**src/rtl/pipeline_ctrl.sv**
```systemverilog
// Stall/flush controller for the five-stage pipeline.
// Optional perf counters enabled by defining PIPECTRL_PERF_CNT_EN.
module pipeline_ctrl #(
   parameter int ADDR_WIDTH = 32
) (
   input  logic                  clk,
   input  logic                  rst,
   input  logic                  stall_req_if,
   input  logic                  stall_req_id,
   input  logic                  stall_req_ex,
   input  logic                  stall_req_mem,
   input  logic                  exc_flush,
   input  logic [ADDR_WIDTH-1:0] exc_pc,
   output logic [4:0]            stall,
   output logic [4:0]            flush,
   output logic                  redirect_valid,
   output logic [ADDR_WIDTH-1:0] redirect_pc,
`ifdef PIPECTRL_PERF_CNT_EN
   output logic [31:0]           perf_stall_cycles,
   output logic [31:0]           perf_flush_count,
`endif
   output logic                  pending
);

   typedef enum logic {
      IDLE,
      PEND
   } state_t;

   state_t                  state;
   logic [ADDR_WIDTH-1:0]   pend_pc;

   logic                    src_if;
   logic                    src_id;
   logic                    src_ex;
   logic                    src_mem;
   logic [4:0]              norm_stall;
   logic [4:0]              norm_flush;
   logic                    take_now;
   logic                    take_pend;

   // One-hot of the latest requesting stage; later stages win.
   assign src_mem = stall_req_mem;
   assign src_ex  = stall_req_ex & ~stall_req_mem;
   assign src_id  = stall_req_id & ~stall_req_ex
                  & ~stall_req_mem;
   assign src_if  = stall_req_if & ~stall_req_id
                  & ~stall_req_ex & ~stall_req_mem;

   always_comb begin
      norm_stall = 5'b00000;
      norm_flush = 5'b00000;
      unique case (1'b1)
         src_mem: begin
            norm_stall = 5'b01111;
            norm_flush = 5'b10000;
         end
         src_ex: begin
            norm_stall = 5'b00111;
            norm_flush = 5'b01000;
         end
         src_id: begin
            norm_stall = 5'b00011;
            norm_flush = 5'b00100;
         end
         src_if: begin
            norm_stall = 5'b00001;
            norm_flush = 5'b00010;
         end
         default: begin
            norm_stall = 5'b00000;
            norm_flush = 5'b00000;
         end
      endcase
   end

   assign take_now  = (state == IDLE) & exc_flush
                    & ~stall_req_mem;
   assign take_pend = (state == PEND) & ~stall_req_mem;

   always_comb begin
      stall          = norm_stall;
      flush          = norm_flush;
      redirect_valid = 1'b0;
      redirect_pc    = '0;
      if (take_now || take_pend) begin
         stall          = 5'b00000;
         flush          = 5'b11111;
         redirect_valid = 1'b1;
         redirect_pc    = take_now ? exc_pc : pend_pc;
      end
   end

   always_ff @(posedge clk) begin
      if (rst) begin
         state   <= IDLE;
         pend_pc <= '0;
         pending <= 1'b0;
      end else begin
         case (state)
            IDLE: begin
               if (exc_flush && stall_req_mem) begin
                  state   <= PEND;
                  pend_pc <= exc_pc;
                  pending <= 1'b1;
               end
            end
            PEND: begin
               // Held instruction's own exception; new exc_pc ignored.
               if (!stall_req_mem) begin
                  state   <= IDLE;
                  pending <= 1'b0;
               end
            end
            default: begin
               state   <= IDLE;
               pending <= 1'b0;
            end
         endcase
      end
   end

`ifdef PIPECTRL_PERF_CNT_EN
   logic [31:0] stall_cnt;
   logic [31:0] flush_cnt;

   always_ff @(posedge clk) begin
      if (rst) begin
         stall_cnt <= '0;
         flush_cnt <= '0;
      end else begin
         if (|stall)
            stall_cnt <= stall_cnt + 32'd1;
         if (redirect_valid)
            flush_cnt <= flush_cnt + 32'd1;
      end
   end

   assign perf_stall_cycles = stall_cnt;
   assign perf_flush_count  = flush_cnt;
`endif

endmodule
```
**config.mk**
```make
export PLATFORM = sky130hd
export DESIGN_NAME = pipeline_ctrl
export DESIGN_NICKNAME = d
export VERILOG_FILES = /design/src/rtl/pipeline_ctrl.sv
export SDC_FILE = /design/constraint.sdc
export NUM_CORES = 1
export LEC_CHECK = 0
export BUFFER_PORTS_ARGS = -buffer_cell sky130_fd_sc_hd__buf_2
export CORE_ASPECT_RATIO = 0.8
export CORE_UTILIZATION = 40
export DETAILED_ROUTE_END_ITERATION = 10
export PLACE_DENSITY_LB_ADDON = 0.08
export RECOVER_POWER = 100
export SLEW_MARGIN = 10
export SYNTH_ARGS = -nofsm -noshare
export SYNTH_HDL_FRONTEND = slang
export SYNTH_SLANG_ARGS = --single-unit
```
**constraint.sdc**
```tcl
create_clock -name clk -period 1.9 [get_ports clk]
set_input_delay 0.095 -clock clk [delete_from_list [all_inputs] [get_ports clk]]
set_output_delay 0.095 -clock clk [all_outputs]
set_load 0.005 [all_outputs]
```
# After elaboration in Yosys (flattened, before gate mapping)
# Cells that the tools add are included.
# word_totals
register_bits	34
inputBits	39
out_inout_bits	44
wordCells	35
# classes
eq_ne	2
mux	13
bitwise	13
n_reduce_logical	4
# ops
op	count
$mux 32	2
$pmux 5 s4	1
$pmux 4 s4	1
$mux 5	2
$and 1x1->1	9
$mux 1	5
$not 1->1	4
$pmux 1 s2	2
$reduce_and 2->1	2
$ne 2x1->1 const B	1
$ne 2x2->1 const B	1
$logic_and 1x1->1	1
$logic_or 1x1->1	1

# Logic depth before layout (Yosys ltp)
# depth
depth_word	6
mapped_depth	5
depth_no_buf	3

# Worst setup path after synthesis
# No wires, ideal clock.
# synth_timing
path_type	register to output
start	register state
end	output port redirect_pc[10]
t_arrival_ns	0.963
setup_slack_ns	0.842
stages_incl_launch_ff	6
cell_sequence	dfxtp_1 > buf_2 > inv_1 > buf_4 > nand3_1 > a21oi_1
# synth_via
elab_chain_cells	5
# synth_rtl
item	line_no	text
start: declaration	30	state_t state;
start signal: assignment	96	state <= IDLE;
start signal: assignment	103	state <= PEND;
start signal: assignment	111	state <= IDLE;
$not 1->1 (no source line)	n/a	
$and 1x1->1	77	assign take_now = (state == IDLE) & exc_flush
$and 1x1->1	78	& ~stall_req_mem;
$mux 32 / $logic_or 1x1->1 (equally long branches)	90, 86	
$mux 32 *	86	if (take_now || take_pend) begin
end: declaration	17	output logic [ADDR_WIDTH-1:0] redirect_pc,
# Mark *: on every way between the ends. The rest lies on a longest branch, timed or not.

# Worst setup path in the final report
# layout_timing
start	register state
end	output port stall[2]
# layout_via
elab_chain_cells	5
# layout_rtl
item	line_no	text
$not 1->1 (no source line)	n/a	
$and 1x1->1	77	
$and 1x1->1	78	
$logic_or 1x1->1 *	86	
$mux 5 *	86	
end: declaration	14	output logic [4:0] stall,
# Marked as above.

==> metrics.txt <==
total gr overflow=0; asr flop ratio synth=0%; Warnings, synthesis=0; sequential-to-total area share from yosys stat=a little under two fifths; Placement Cell Area=~2200 µm²; setup TNS=0 ps; WL final=about 4800 µm; I/O pin count=between 80 and 90; Synth cell types=17; drt first pass iters=4; Max-Cap Viols=0; DP HPWL=3201 µm; # hold bufs at CTS=0; Mapped Area=around 1800 µm²; Setup Fix Bufs, Post-CTS=0; VDD IR max=about 350 µV; Inst Count DP=slightly below 400; CP Class=flop to output port; top-count cell post-synth=nand2_1; Root Buffer=clkbuf_8; Final period util=between 80% and 90%; Synth area leaders=dfxtp_1 38%, nand2_1 21%, a21oi_1 19%; Filler cells=between 400 and 500; Detailed Route Iter0 Violations=90; CP Max Fanout=30; fin nets=roughly 390; Period minus WS final=about 1600 ps; Mapped Cells=roughly 280; syn_area_per_cell=about 6.5 µm²; Final Util=a little over half; vias in the first global route=between 1,500 and 2,000; Worst-path clk slew=about 70 ps; # setup viols final=0; top cell type's share of synthesized area=37.60%; max_slew headroom=59.51%; placement row count=21; CP arrival=1530 ps; die area=approximately 4800 µm²; EDFF count, synth=0; P&R area growth vs syn=25.64%; antenna violations before repair=0; cts bufs inserted=5; clk_lat worst skew=a little under 300 ps; Remaining DRCs=0; gr usage total=between 20% and 30%; layout cells sized above 1=22.83%; Port Buf Inserts=between 80 and 90; Final WS setup=278.8 ps; kind of start point of the critical path=flop; post-cts sizing count=0; Net Count, Synth=between 300 and 400; prevailing post-synth register cell=dfxtp_1; CTS max path bufs=2; Non-Filler Instances=just over 400; largest net degree at the start of global routing=35; wire per inst=about 12 µm; vias=2,009; starting density of the core=a little over two fifths; final hold viol count=0; Die W=a little under 80 µm; # clock sinks=34; max-slew violations=0; Pwr per Cell Area=around 750 nW/µm²; diode count=0; Routed Antenna Nets=0; static leakage=a little over 0.0009 µW; RSZ-0062 raised after global routing=no; FF+latch count, synth=34; Least-Margin Pin Slew=~600 ps; multi-input logic area=about 950 µm²; top cells by count, synth=100 x nand2_1, 67 x a21oi_1, 34 x dfxtp_1, 32 x nand3_1, 14 x buf_2; Placement Setup Slack=approximately 550 ps; FF+latch area=slightly below 700 µm²; Die Ht=62.18 µm; CTS tree=done; worst endpoint required time=between 1500 and 2000 ps; CP Capture Type=output port; first-pass GRT wire length=8114 µm; hold crit path type=primary input to flop; post-layout instance area=2275 µm²; DR vias/cell=between 4 and 5; status=finished, final reports clean; H-Tree Depth=2; Synth area leader=dfxtp_1; gp weighted congestion=between 0.7 and 0.8; fmax=between 600 and 700 MHz; core area=between 4000 and 5000 µm²; Max Clock Skew=roughly 3.2 ps
## state kept, by name (all words and copies together), names as in the netlist
signal,cells
pending,1
pend_pc,32
state,1
## cells by family (layout without fill, tap and decap cells)
family | Yosys count | in the layout | synth area share, %
compound gates | 70 | 70 | 19.63
buf+inv | 31 | 99 | 9.882
flops | 34 | 34 | 37.59
other cells | 1 | 1 | 0.2071
simple gates | 142 | 142 | 32.69
## per-stage QoR
| step | power (µW) | hold WS, ps |
|---|---|---|
| final | 1716 | 55.58 |
| after global routing | 1813 | 44.82 |
| after CTS | 1744 | 47.70 |
| after detailed placement | 1069 | 355.2 |
| after global placement | 1068 | 347.6 |
| after floorplan | 953.4 | 231.0 |
## cells in the final DEF, fill, tap and decap left out
cell       instances
nor3_1             3
clkbuf_8           6
buf_4              4
nand2b_1           1
nor2_1             4
o21ai_0            1
and3b_1            1
o31ai_1            2
buf_2             42
nand3b_2           1
dfxtp_1           34
buf_12             1
nand3_1           32
clkbuf_2          24
nand2_1          100
bufinv_16          1
buf_1              1
conb_1             1
clkbuf_1          18
inv_1              2
a21oi_1           67
## worst paths after layout
path | startpoint | slack, ps | end | depth (start not counted)
worst max-delay path | state$_SDFF_PP0_ | 280 | stall[2] | 5
worst min-delay path | exc_pc[28] | 60 | pend_pc[28]$_SDFFE_PP0P_ | 3
worst max register to register | state$_SDFF_PP0_ | 360 | pend_pc[29]$_SDFFE_PP0P_ | 4
worst min register to register | pend_pc[6]$_SDFFE_PP0P_ | 460 | pend_pc[6]$_SDFFE_PP0P_ | 2
## routing by layer
metal  global-route usage, %  vias to the layer above  routed length [µm]
met5                       0                        -                   0
met2                   30.97                       65                2075
met3                   5.735                        5                 307
li1                        -                     1047                   -
met4                   6.368                        0                  43
met1                   29.59                      892                2341
## worst max-delay path, stage by stage (launching register included)
cell and delay, ps:
dfxtp_1 420, buf_12 230, nor2_1 320, nand2_1 90, nand2_1 70, buf_2 110
## where the power goes
group | switching, µW | internal, µW
sequential | 18.2 | 746
clock | 253 | 419
combinational | 166 | 113
## final cells by class
type                    instances  share of cell area [%]
well taps                      57                   3.135
clock buffers                   6                   3.630
repair buffers                 90                   19.86
flip-flops and latches         34                   29.92
inverters                       2                  0.3300
clock inverters                 1                   1.320
multi-input cells             213                   41.80
Note: power is estimated with default switching activity, not from simulation.
